**config.mk**
```make
export PLATFORM = sky130hd
export DESIGN_NAME = alarm_ctrl
export DESIGN_NICKNAME = d
export VERILOG_FILES = /design/src/rtl/alarm_ctrl_pkg.sv /design/src/rtl/alarm_ctrl_time_match.sv /design/src/rtl/alarm_ctrl.sv
export SDC_FILE = /design/constraint.sdc
export NUM_CORES = 1
export LEC_CHECK = 0
export ABC_AREA = 1
export CAP_MARGIN = 5
export CORE_MARGIN = 1.5
export CORE_UTILIZATION = 55
export DETAILED_ROUTE_END_ITERATION = 8
export DONT_BUFFER_PORTS = 1
export GPL_TIMING_DRIVEN = 0
export PLACE_DENSITY_LB_ADDON = 0.25
export SKIP_CTS_REPAIR_TIMING = 1
export SLEW_MARGIN = 20
export SYNTH_ARGS = -nofsm -noshare
export SYNTH_HDL_FRONTEND = slang
export SYNTH_SLANG_ARGS = --single-unit
```
**constraint.sdc**
```tcl
create_clock -name clk -period 1.3 [get_ports clk]
set_input_delay 0.195 -clock clk [delete_from_list [all_inputs] [get_ports clk]]
set_output_delay 0.195 -clock clk [all_outputs]
set_load 0.005 [all_outputs]
```
**src/rtl/alarm_ctrl_pkg.sv**
```systemverilog
// Shared definitions for the alarm controller: state encoding, digit width,
// parameter defaults and a BCD packing helper.
package alarm_ctrl_pkg;

    typedef enum logic [1:0] {
        IDLE    = 2'd0,
        RINGING = 2'd1,
        SNOOZE  = 2'd2
    } state_t;

    localparam int DIG_W          = 4;
    localparam int HHMM_W         = 4 * DIG_W;
    localparam int RING_SEC_DEF   = 60;
    localparam int SNOOZE_SEC_DEF = 300;
    localparam int MAX_SNOOZE_DEF = 3;
    localparam int CNT_W_DEF      = 9;

    // Packs HH:MM digits into one word, hour tens in the top nibble.
    function automatic logic [HHMM_W-1:0] pack_hhmm(
        input logic [DIG_W-1:0] d3,
        input logic [DIG_W-1:0] d2,
        input logic [DIG_W-1:0] d1,
        input logic [DIG_W-1:0] d0
    );
        return {d3, d2, d1, d0};
    endfunction

endpackage

```
**src/rtl/alarm_ctrl_time_match.sv**
```systemverilog
// Combinational HH:MM comparator. An alarm value of 00:00 is the cleared
// register value and never matches.
module time_match
    import alarm_ctrl_pkg::*;
(
    input  logic [DIG_W-1:0] tm_dig0,
    input  logic [DIG_W-1:0] tm_dig1,
    input  logic [DIG_W-1:0] tm_dig2,
    input  logic [DIG_W-1:0] tm_dig3,
    input  logic [DIG_W-1:0] al_dig0,
    input  logic [DIG_W-1:0] al_dig1,
    input  logic [DIG_W-1:0] al_dig2,
    input  logic [DIG_W-1:0] al_dig3,
    input  logic             al_en,
    output logic             match
);

    logic [HHMM_W-1:0] tm_word;
    logic [HHMM_W-1:0] al_word;
    logic              al_loaded;

    assign tm_word   = pack_hhmm(tm_dig3, tm_dig2, tm_dig1, tm_dig0);
    assign al_word   = pack_hhmm(al_dig3, al_dig2, al_dig1, al_dig0);
    assign al_loaded = (al_word != '0);
    assign match     = al_en && al_loaded && (al_word == tm_word);

endmodule

```
**src/rtl/alarm_ctrl.sv**
```systemverilog
// Alarm controller: edge-detects the alarm/time match, then runs the
// IDLE/RINGING/SNOOZE sequence with a 1 Hz beep, snooze limit and timeouts.
module alarm_ctrl
    import alarm_ctrl_pkg::*;
#(
    parameter int RING_SEC   = RING_SEC_DEF,
    parameter int SNOOZE_SEC = SNOOZE_SEC_DEF,
    parameter int MAX_SNOOZE = MAX_SNOOZE_DEF,
    parameter int CNT_W      = CNT_W_DEF
) (
    input  logic             clk,
    input  logic             reset_,
    input  logic [DIG_W-1:0] tm_dig0,
    input  logic [DIG_W-1:0] tm_dig1,
    input  logic [DIG_W-1:0] tm_dig2,
    input  logic [DIG_W-1:0] tm_dig3,
    input  logic [DIG_W-1:0] al_dig0,
    input  logic [DIG_W-1:0] al_dig1,
    input  logic [DIG_W-1:0] al_dig2,
    input  logic [DIG_W-1:0] al_dig3,
    input  logic             al_en,
    input  logic             sec_tick,
    input  logic             stop,
    input  logic             snooze,
    output logic             ringing,
    output logic             snoozed,
    output logic             buzz,
    output logic [1:0]       snooze_cnt
);

    state_t           state;
    state_t           state_next;
    logic [CNT_W-1:0] cnt;
    logic [CNT_W-1:0] cnt_next;
    logic             buzz_next;
    logic [1:0]       snooze_cnt_next;

    logic match_now;
    logic match_prev;
    logic trigger;
    logic abort;
    logic snooze_ok;
    logic ring_done;
    logic snooze_done;

    time_match u_time_match (
        .tm_dig0 (tm_dig0),
        .tm_dig1 (tm_dig1),
        .tm_dig2 (tm_dig2),
        .tm_dig3 (tm_dig3),
        .al_dig0 (al_dig0),
        .al_dig1 (al_dig1),
        .al_dig2 (al_dig2),
        .al_dig3 (al_dig3),
        .al_en   (al_en),
        .match   (match_now)
    );

    // One trigger per match minute, even if the match is held all minute.
    always_ff @(posedge clk or negedge reset_) begin
        if (!reset_) match_prev <= 1'b0;
        else         match_prev <= match_now;
    end

    assign trigger     = match_now && !match_prev;
    assign abort       = stop || !al_en;
    assign snooze_ok   = snooze && (snooze_cnt < 2'(MAX_SNOOZE));
    assign ring_done   = sec_tick && (cnt == CNT_W'(RING_SEC - 1));
    assign snooze_done = sec_tick && (cnt == CNT_W'(SNOOZE_SEC - 1));

    always_ff @(posedge clk or negedge reset_) begin
        if (!reset_) state <= IDLE;
        else         state <= state_next;
    end

    always_comb begin
        state_next = state;
        case (state)
            IDLE: begin
                if (trigger) state_next = RINGING;
            end
            RINGING: begin
                if (abort)          state_next = IDLE;
                else if (snooze_ok) state_next = SNOOZE;
                else if (ring_done) state_next = IDLE;
            end
            SNOOZE: begin
                if (abort)            state_next = IDLE;
                else if (snooze_done) state_next = RINGING;
            end
            default: state_next = IDLE;
        endcase
    end

    // Counter, beep and snooze count follow the same priority as the state.
    always_comb begin
        cnt_next        = cnt;
        buzz_next       = buzz;
        snooze_cnt_next = snooze_cnt;
        case (state)
            IDLE: begin
                cnt_next  = '0;
                buzz_next = 1'b0;
                if (trigger) begin
                    snooze_cnt_next = 2'd0;
                    buzz_next       = 1'b1;
                end
            end
            RINGING: begin
                if (abort) begin
                    cnt_next  = '0;
                    buzz_next = 1'b0;
                end else if (snooze_ok) begin
                    cnt_next        = '0;
                    buzz_next       = 1'b0;
                    snooze_cnt_next = 2'(snooze_cnt + 2'd1);
                end else if (ring_done) begin
                    cnt_next  = '0;
                    buzz_next = 1'b0;
                end else if (sec_tick) begin
                    cnt_next  = cnt + 1'b1;
                    buzz_next = !buzz;
                end
            end
            SNOOZE: begin
                if (abort) begin
                    cnt_next  = '0;
                    buzz_next = 1'b0;
                end else if (snooze_done) begin
                    cnt_next  = '0;
                    buzz_next = 1'b1;
                end else if (sec_tick) begin
                    cnt_next = cnt + 1'b1;
                end
            end
            default: begin
                cnt_next  = '0;
                buzz_next = 1'b0;
            end
        endcase
    end

    always_ff @(posedge clk or negedge reset_) begin
        if (!reset_) begin
            cnt        <= '0;
            buzz       <= 1'b0;
            snooze_cnt <= 2'd0;
            ringing    <= 1'b0;
            snoozed    <= 1'b0;
        end else begin
            cnt        <= cnt_next;
            buzz       <= buzz_next;
            snooze_cnt <= snooze_cnt_next;
            ringing    <= (state_next == RINGING);
            snoozed    <= (state_next == SNOOZE);
        end
    end

endmodule

```
==> summary.txt <==
Status
  – Outcome: finished with violations
  – Failing checks: negative setup slack

Pwr
  – Clock power frac: between 20% and 30%
  – Seq pwr share: a little under 50%
  – Peak VDD IR: about 0.76 mV
  – Internal Power: around 0.00076 W
  – Sw Share: slightly above 30%
  – PD cells: 585 mW/mm2
  – Tot Pwr: between 0.001 and 0.0015 W
  – P_sw: 0.000342 W
  – Comb power frac: between 20% and 30%
  – Lkg Pwr: ~1.0 nW

Synthesis
  – Most numerous cell in the Yosys netlist: nand2_1
  – EDFF count, synth: 0
  – Yosys cell types: 32
  – Most area-consuming cells after synthesis: dfrtp_1, nand2_1, nor2_1, inv_1, ha_1
  – Yosys top cell by area: dfrtp_1
  – Synthesized flop and latch total: 17
  – Ys flop type: dfrtp_1
  – Synthesized area per cell: 6.10 um2
  – Share of the synthesized area in the top cell type: roughly a quarter
  – Number of synthesis warnings: 0
  – Synth Instances: 267
  – Cell area after synthesis: 0.00163 mm2
  – Syn Nets: 311
  – Post-synthesis sequential area ratio: 26.1%
  – Fraction of registers with async set/reset: 100%
  – Post-synth top cells: nand2_1, nor2_1, inv_1

Die
  – IO Pins: 43
  – Initial Util: between 50% and 60%
  – Die Area: ~0.0033 mm2
  – Total core area: 0.00278 mm2
  – Die H: around 57 um
  – Std-Cell Rows: 19
  – Chip width: around 57 um

Final layout
  – Post-layout util: 67.5%
  – Sequential Area: roughly 430 um2
  – Ant. Diodes: 0
  – Layout cells sized above 1: 24.8%
  – Final nets: about 330
  – Area of the multi-input gates: between 0.001 and 0.0015 mm2
  – Fill cells: approximately 250
  – Area grow syn2layout: 15.4%

Critical path
  – Critical Path End Type: flop
  – Crit path max-delay cell type: dfrtp_1
  – R2R depth: 9
  – Worst path max stage delay: 430 ps
  – Critical path cell sequence: buf_4 > buf_4 > ha_2 > nand2_2 > nor2_1 > nor2_1 > nand2_1 > nand2_1 > nor2_2
  – CP Launch Type: flop
  – R2R setup slack: -220 ps
  – Crit path max fanout: 3
  – Worst r2r src: state[1]
  – CP Class: flop to flop
  – Data arrival time of the worst path: around 1700 ps
  – R2r endpoint: ringing
  – Required @ worst endpoint: about 1500 ps

Timing
  – Final setup violation count: 16
  – Max transition margin: about 47%
  – Final min period: between 1500 and 2000 ps
  – Final worst clock skew: about 15 ps
  – Slew Viols, Final: 0
  – Final Hold Fails: 0
  – RSZ-0062 raised after global routing: yes
  – Fmax: between 600 and 700 MHz
  – Fin crit share: 117%
  – Setup ws final: -223 ps
  – Measured slew at the worst slew-check pin: just under 800 ps

Clocking
  – CTS tree: yes
  – Clock insertion delay at the later pin of the skew report: around 300 ps
  – Root Driver: clkbuf_4
  – Sink Count: 17
  – Reg clk slew, reported paths: about 110 ps
  – TritonCTS Buffers: 3
  – H-Tree Depth: 1
  – Clock buffer depth: 2

Routing
  – Residual DRC: 0
  – First-pass DRT Iterations: 6
  – Post-route ant nets: 0
  – Iteration-0 DRC Markers: between 50 and 60
  – WL final: 3700 um
  – Routed vias: between 1500 and 2000
  – DR vias/cell: 5.01
  – Avg WL per Cell: ~12 um

Hold path
  – Cells on Worst Hold Path: 3
  – Hold Path End: match_prev
  – HP Start: tm_dig1[0]
  – Hold crit path type: primary input to flop

Placed design
  – Port buffer count: 0
  – Routability cong.: approximately 0.87
  – Worst slack at placement: -199 ps
  – Hpwl dp: between 2000 and 3000 um

GRT
  – Aggregate global routing overflow: 0
  – Vias in the first global route: 1465
  – Total GRT Usage: between 20% and 30%
  – First-pass GRT wire length: a little under 6000 um
  – Initial antenna violation count: 0
  – Pin count of the biggest net entering global routing: 18

Flow run
  – Max cap viols: 0
-- per-stage QoR --
step	instance area (um2)	instances	hold WS (ps)	TNS, ps
floorplan	1650	267	-101	-168
global placement	1690	298	-100	-1960
detailed placement	1690	298	-100	-2390
CTS	1720	302	-431	-2840
global route	1880	313	159	-3510
finish	1880	313	136	-2540
-- registers in the layout, summed over array words and instances (netlist names) --
register and cells:
state 2, snooze_cnt 2, buzz 1, snoozed 1, match_prev 1, cnt 9
ringing 1
-- kinds of logic after synthesis --
| logic type | count (synthesis) | synth area share, % |
|---|---|---|
| simple gates | 165 | 46.3 |
| buf+inv | 57 | 13.4 |
| flops | 17 | 26.1 |
| compound gates | 15 | 5.76 |
| xor+xnor | 7 | 3.77 |
| fa+ha+maj | 6 | 4.61 |
-- worst max path at each step --
stage,from,endpoint,slack [ps],depth (start not counted)
floorplan,cnt[0],ringing,-40,10
global placement,state[1],buzz,-160,9
detailed placement,state[1],cnt[1],-200,8
CTS,state[1],cnt[1],-250,8
global route,state[1],ringing,-300,9
finish,state[1],ringing,-220,9
-- cell type report --
class / instances / share of cell area [%]
Buffer: 1 / 0.400
Inverter: 56 / 11.3
Timing Repair Buffer: 10 / 4.33
Clock inverter: 1 / 0.266
Tap cell: 31 / 2.07
Multi-Input combinational cell: 194 / 57.8
Clock buffer: 3 / 1.20
Sequential cell: 17 / 22.7
-- critical path: cells and delay by family (launching register included) --
family | cells | cell delay [ps]
fa+ha+maj | 1 | 180
simple gates | 6 | 540
flops | 1 | 430
buf+inv | 2 | 280
-- cells in the final DEF (no fill, tap or decap), types with 3 or more instances in the layout --
cell      instances
a21oi_2           3
buf_4             9
clkbuf_4          3
dfrtp_1          17
ha_2              3
inv_1            40
inv_2            15
nand2_1          83
nand2_2           6
nand2_4           4
nand3_1           4
nand3_2           5
nand4_1           3
nor2_1           43
nor2_2            4
nor3_2            3
o21ai_1           4
xnor2_1           3
xor2_1            4
-- power by group through the flow --
stage	Combinational [W]	Sequential [W]	Clock (W)
3_3_place_gp	0.000213	0.000554	0
5_1_grt	0.000308	0.000544	0.000325
2_1_floorplan	0.000183	0.000552	0
3_5_place_dp	0.000217	0.000554	0
6_report	0.000268	0.000543	0.000288
4_1_cts	0.000218	0.000544	0.000298
-- layer usage --
| metal | track usage (%) | wire length, um | vias to the layer above |
|---|---|---|---|
| li1 | - | - | 834 |
| met1 | 29.7 | 1700 | 680 |
| met2 | 36.0 | 1740 | 46 |
| met3 | 6.12 | 221 | 8 |
| met4 | 3.65 | 42 | 0 |
| met5 | 0 | 0 | - |
Power figures use the tool's default switching activity.
